<file path="config.mk">
export PLATFORM = sky130hd
export DESIGN_NAME = rand_server
export DESIGN_NICKNAME = d
export VERILOG_FILES = /design/src/rtl/rand_pkg.sv /design/src/rtl/rand_lfsr_core.sv /design/src/rtl/rand_server.sv
export SDC_FILE = /design/constraint.sdc
export NUM_CORES = 1
export LEC_CHECK = 0
export ABC_AREA = 1
export BUFFER_PORTS_ARGS = -buffer_cell sky130_fd_sc_hd__buf_2
export CAP_MARGIN = 0
export CORE_UTILIZATION = 51
export CTS_CLUSTER_DIAMETER = 200
export DETAILED_ROUTE_END_ITERATION = 6
export PLACE_DENSITY_LB_ADDON = 0.2
export SLEW_MARGIN = 20
export SYNTH_ARGS = -nofsm -noshare
export SYNTH_HDL_FRONTEND = slang
export SYNTH_HIERARCHICAL = 1
export SYNTH_SLANG_ARGS = --single-unit
export TNS_END_PERCENT = 5
</file>
<file path="constraint.sdc">
create_clock -name clk -period 2.3 [get_ports clk]
set_clock_uncertainty 0.15 [all_clocks]
set_input_delay 0.23 -clock clk [delete_from_list [all_inputs] [get_ports clk]]
set_output_delay 0.23 -clock clk [all_outputs]
set_load 0.03 [all_outputs]
</file>
<file path="src/rtl/rand_pkg.sv">
// Shared types and the Galois LFSR step function for the random-number server.
package rand_pkg;

    localparam logic [15:0] SEED_DEFAULT_16 = 16'hACE1;

    typedef enum logic {
        ST_WARMUP,
        ST_SERVE
    } state_t;

    // Width-generic step: operates on the low w bits of a 64-bit container (7 <= w <= 64).
    function automatic logic [63:0] lfsr_next(input logic [63:0] l, input int w);
        logic [63:0] n;
        n = '0;
        for (int i = 0; i < 63; i++) begin
            if (i < w - 6) n[i] = l[i+1];
        end
        n[w-1] = l[0];
        n[w-2] = l[w-1];
        n[w-3] = l[0] ^ l[w-2];
        n[w-4] = l[0] ^ l[w-3];
        n[w-5] = l[w-4];
        n[w-6] = l[0] ^ l[w-5];
        return n;
    endfunction

endpackage

</file>
<file path="src/rtl/rand_lfsr_core.sv">
// W-bit Galois LFSR register; load has priority over step, both take effect at the next edge.
module rand_lfsr_core
    import rand_pkg::*;
#(
    parameter int             W            = 16,
    parameter logic [W-1:0]   SEED_DEFAULT = W'(SEED_DEFAULT_16)
) (
    input  logic         clk,
    input  logic         rst,
    input  logic         i_load,
    input  logic [W-1:0] i_load_val,
    input  logic         i_step,
    output logic [W-1:0] o_lfsr
);

    logic [W-1:0] r_lfsr;

    always_ff @(posedge clk or posedge rst) begin
        if (rst) begin
            r_lfsr <= SEED_DEFAULT;
        end else if (i_load) begin
            r_lfsr <= i_load_val;
        end else if (i_step) begin
            r_lfsr <= W'(lfsr_next(64'(r_lfsr), W));
        end
    end

    assign o_lfsr = r_lfsr;

endmodule

</file>
<file path="src/rtl/rand_server.sv">
// Round-robin server handing out unique LFSR values to N requesters; ack/data one cycle after req.
// Requests are held (not dropped) while busy during seed warm-up; no acks issued then.
module rand_server
    import rand_pkg::*;
#(
    parameter int             W            = 16,
    parameter int             N            = 4,
    parameter int             WARMUP       = 4,
    parameter logic [W-1:0]   SEED_DEFAULT = W'(SEED_DEFAULT_16)
) (
    input  logic         clk,
    input  logic         rst,
    input  logic         i_reseed,
    input  logic [W-1:0] i_seed,
    input  logic [N-1:0] i_req,
    output logic [N-1:0] o_ack,
    output logic [W-1:0] o_data,
    output logic         o_busy
);

    localparam int PW = $clog2(N);
    localparam int CW = $clog2(WARMUP + 1);

    state_t         r_state, w_state_nxt;
    logic [CW-1:0]  r_cnt, w_cnt_nxt;
    logic [PW-1:0]  r_ptr, w_ptr_nxt;
    logic [N-1:0]   r_ack, w_ack_nxt;
    logic [W-1:0]   r_data, w_data_nxt;

    logic [N-1:0]   w_elig;
    logic           w_found;
    logic [PW-1:0]  w_win;
    logic           w_load;
    logic           w_step;
    logic [W-1:0]   w_seed_val;
    logic [W-1:0]   w_lfsr;

    // Returns {found, index} of the first set bit scanning ptr, ptr+1, ... modulo N.
    function automatic logic [PW:0] rr_pick(input logic [N-1:0] elig, input logic [PW-1:0] ptr);
        logic [PW:0] res;
        int          idx;
        res = '0;
        for (int k = N - 1; k >= 0; k--) begin
            idx = (int'(ptr) + k) % N;
            if (elig[idx]) res = {1'b1, PW'(idx)};
        end
        return res;
    endfunction

    // The requester acked this cycle sits out one round so others get priority.
    assign w_elig           = i_req & ~r_ack;
    assign {w_found, w_win} = rr_pick(w_elig, r_ptr);
    assign w_seed_val       = (i_seed == '0) ? SEED_DEFAULT : i_seed;

    rand_lfsr_core #(
        .W            (W),
        .SEED_DEFAULT (SEED_DEFAULT)
    ) u_lfsr (
        .clk        (clk),
        .rst        (rst),
        .i_load     (w_load),
        .i_load_val (w_seed_val),
        .i_step     (w_step),
        .o_lfsr     (w_lfsr)
    );

    always_comb begin
        w_state_nxt = r_state;
        w_cnt_nxt   = r_cnt;
        w_ptr_nxt   = r_ptr;
        w_ack_nxt   = '0;
        w_data_nxt  = r_data;
        w_load      = 1'b0;
        w_step      = 1'b0;

        if (i_reseed) begin
            w_load      = 1'b1;
            w_state_nxt = ST_WARMUP;
            w_cnt_nxt   = CW'(WARMUP);
        end else begin
            case (r_state)
                ST_WARMUP: begin
                    w_step    = 1'b1;
                    w_cnt_nxt = r_cnt - 1'b1;
                    if (r_cnt == CW'(1)) w_state_nxt = ST_SERVE;
                end
                ST_SERVE: begin
                    if (w_found) begin
                        w_ack_nxt[w_win] = 1'b1;
                        w_data_nxt       = w_lfsr;
                        w_step           = 1'b1;
                        w_ptr_nxt        = (w_win == PW'(N - 1)) ? '0 : w_win + 1'b1;
                    end
                end
                default: w_state_nxt = ST_WARMUP;
            endcase
        end
    end

    always_ff @(posedge clk or posedge rst) begin
        if (rst) begin
            r_state <= ST_WARMUP;
            r_cnt   <= CW'(WARMUP);
            r_ptr   <= '0;
            r_ack   <= '0;
            r_data  <= '0;
        end else begin
            r_state <= w_state_nxt;
            r_cnt   <= w_cnt_nxt;
            r_ptr   <= w_ptr_nxt;
            r_ack   <= w_ack_nxt;
            r_data  <= w_data_nxt;
        end
    end

    assign o_ack  = r_ack;
    assign o_data = r_data;
    assign o_busy = (r_state == ST_WARMUP);

endmodule

</file>
==> impl_results.md <==
* Gr usage total at 21.72%
* Cells after Synth at 298
* Worst slew margin at 60.85%
* Final Setup Violations at 0
* Root Buffer Master: clkbuf_8
* Boundary pin count at 44
* Post-synth EDFFs at 0
* Slowest cell on the critical path: dfrtp_2
* First-pass GRT wire length at 7417 µm
* CTS buffer count at 5
* Area Overhead vs Synth at 12.26%
* Critical Path RT at 2.38 ns
* Setup TNS Final at 0 ns
* Max-slew violations at 0
* Ys Warns at 6
* Die width at 68.34 µm
* Clk_lat worst skew at 0.29 ns
* Placed cell count at 376
* Hold path startpoint: i_seed[4]
* Vias/cell at 4.816
* Clk pwr share at 16.3%
* CP most frequent cell: nand2_1
* # diodes at 0
* F_max at 0.4871 GHz
* FF+latch count, synth at 42
* WL final at 4320 µm
* Min Clock Period, post-route at 2.053 ns
* Worst Hold Class: in -> reg
* Critical Path End: u_lfsr/o_lfsr[13]$_DFFE_PP1P_
* CP arrival at 2.13 ns
* CP max FO at 16
* Status: complete, no violations
* P_int at 1.542 mW
* Core ar. at 4115 µm²
* RSZ-0062 raised after global routing: false
* Per-instance average area after synthesis at 7.532 µm²
* Crit. path cell count at 11
* H-tree depth at 2
* Delay-heaviest family, CP: simple AND/OR/NAND/NOR gates
* FF-to-FF End: u_lfsr/o_lfsr[13]$_DFFE_PP1P_
* Worst Setup Start Kind: flop
* Post-Place Setup Slack at 0.09591 ns
* Pin count of the biggest net entering global routing at 27
* Peak VDD IR at 0.0003711 V
* Sw Ratio at 44.14%
* Switching Power at 1.219 mW
* Worst-Margin Slew at 0.5867 ns
* Layout cell share with drive strength beyond 1 at 21.79%
* DP HPWL at 3201 µm
* Setup slack after layout at 0.2472 ns
* DIE AREA at 4670 µm²
* Routed Antenna Nets at 0
* 1st-iter DRT viols at 88
* CP peak stage delay at 0.49 ns
* RR Startpoint: r_ptr[0]$_DFFE_PP0P_
* DRC Markers at 0
* Most frequent cells in the layout: nand2_1 (135), buf_2 (43), inv_1 (35)
* Reg2Reg Setup Slack at 0.25 ns
* Number of global-route vias before repair at 1684
* Synth area leaders: dfrtp_1 (37%), nand2_1 (23%), dfstp_2 (11%), inv_1 (5.9%), nand3_1 (5.8%)
* Wire length per cell at 11.22 µm
* Critical path capture point type: flop
* CP Cell Sequence: inv_2, nand3_1, nand2_1, nand2_1, nand2_2, nor2_2, a31oi_2, inv_2, nor2_4, nand3_1, nand2_1
* Crit path buf inv count at 2
* 1st-pass router iterations at 4
* Crit. Startpoint: r_ptr[0]$_DFFE_PP0P_
* GRT overflow at 0
* Clock Pin Slew Worst Setup and Hold Paths at 0.08 ns
* TritonCTS clock tree: built
* Crit path kind: reg -> reg
* Nets at 363
* Number of clock sinks at 42
* Final period utilization at 89.25%
* Via Count at 1854
* Synth cell types at 26
* Sequential fraction of the synthesis area at 47.32%
* Post-synth top area share at 36.79%
* Power Dens Cells at 1096 nW/µm²
* Initial antenna violation count at 0
* Sequential cell fraction of total power at 39.3%
* Max Cap Viol at 0
* # Post-CTS Setup Buffers at 0
* Gate power share at 44.4%
* Synth Flop Type: dfrtp_1
* IO Port Bufs at 43
* Async set or reset register ratio after synthesis at 100.0%
* GP Congestion at 0.8058
* Hold Vio Cnt, Final at 0
* Mapped Area at 2245 µm²
* Mapped Nets at 327
* WHS at 0.02571 ns
* Starting Density at 54.55%
* Most common cell after layout, fill and taps aside: nand2_1
* Fill count at 397
* Lkg Pwr at 1.435 nW
* Clock buffer depth at 2
* R2R cell count at 11
* Synth area leader: dfrtp_1
* Post-route insts no fill at 385
* Die outline height at 68.34 µm
* Row cnt at 23
==> worst min path at each step <==
stage	endpoint	slack, ns	depth (start not counted)
after detailed placement	o_data[3]$_DFFE_PP0P_	0.17	3
after global placement	o_data[4]$_DFFE_PP0P_	0.16	3
after global routing	u_lfsr/o_lfsr[14]$_DFFE_PP0P_	0.03	3
after floorplan	u_lfsr/o_lfsr[12]$_DFFE_PP0P_	-0.01	1
final	u_lfsr/o_lfsr[4]$_DFFE_PP0P_	0.03	3
after CTS	u_lfsr/o_lfsr[4]$_DFFE_PP0P_	0.03	3
==> worst register-to-register path, stage by stage, from the launching register on <==
cell     delay (ns)
dfrtp_2        0.49
inv_2          0.11
nand3_1        0.07
nand2_1        0.09
nand2_1        0.09
nand2_2        0.09
nor2_2         0.06
a31oi_2        0.26
inv_2          0.07
nor2_4         0.29
nand3_1        0.12
nand2_1        0.09
==> final cells by class <==
cell class | count | area [µm²] | area share, %
flip-flops and latches | 42 | 1064 | 42.20
multi-input cells | 203 | 939.7 | 37.29
repair buffers | 45 | 232.7 | 9.235
inverters | 37 | 138.9 | 5.511
clock buffers | 6 | 72.57 | 2.880
well taps | 50 | 62.56 | 2.483
clock inverters | 2 | 10.01 | 0.3972
==> synthesized netlist by cell type, types with 3 or more instances <==
cell      instances
ha_1              6
nor4_1            4
inv_1            35
dfstp_2           9
clkbuf_1          8
buf_6             6
o21ai_0           4
dfrtp_1          33
a21oi_1           4
nand3_1          26
nand2_1         135
nor2_1            9
nand2_2           3
==> power by group through the flow <==
| stage | logic [mW] | clock network [mW] | registers [mW] |
|---|---|---|---|
| after floorplan | 0.727 | 0 | 1.31 |
| after global placement | 1.19 | 0 | 1.09 |
| after detailed placement | 1.22 | 0 | 1.10 |
| after CTS | 1.22 | 0.458 | 1.08 |
| after global routing | 1.39 | 0.496 | 1.12 |
| final | 1.23 | 0.450 | 1.09 |
==> per-stage QoR <==
| step | total power [mW] | area (µm²) | util (%) |
|---|---|---|---|
| after floorplan | 2.041 | 2245 | - |
| after global placement | 2.279 | 2420 | 58.80 |
| after detailed placement | 2.312 | 2420 | 58.80 |
| after CTS | 2.763 | 2512 | 61.05 |
| after global routing | 3.003 | 2520 | 61.23 |
| final | 2.761 | 2520 | 61.23 |
==> registers in the layout, indices dropped and copies added (netlist names) <==
register / cells
o_data: 16
r_cnt: 3
r_ptr: 2
u_lfsr/o_lfsr: 16
o_ack: 4
r_state: 1
==> timing repair <==
| item | in CTS | in global routing |
|---|---|---|
| hold endpoints to repair | 33 | 0 |
| endpoints found under the setup margin | 0 | 17 |
| resized for setup | 0 | 3 |
| hold buffers | 1 | 0 |
==> per-layer routing <==
layer	track usage, %	wire [µm]	vias to the layer above
li1	-	-	972
met1	29.34	2241	826
met2	33.95	1839	52
met3	5.000	186	4
met4	7.552	54	0
met5	0	0	-
==> cell families (layout without fill, tap and decap cells) <==
group | after synthesis | after routing | synth area share (%)
DFF | 42 | 42 | 47.32
buffers and inverters | 53 | 90 | 11.09
and+or+nand+nor | 184 | 184 | 34.39
xor gates and xnor gates | 2 | 2 | 0.7805
adders and majority gates | 6 | 6 | 3.344
AOI/OAI and AO/OA | 11 | 11 | 3.066
No activity file was read; power rests on OpenSTA's default activity.
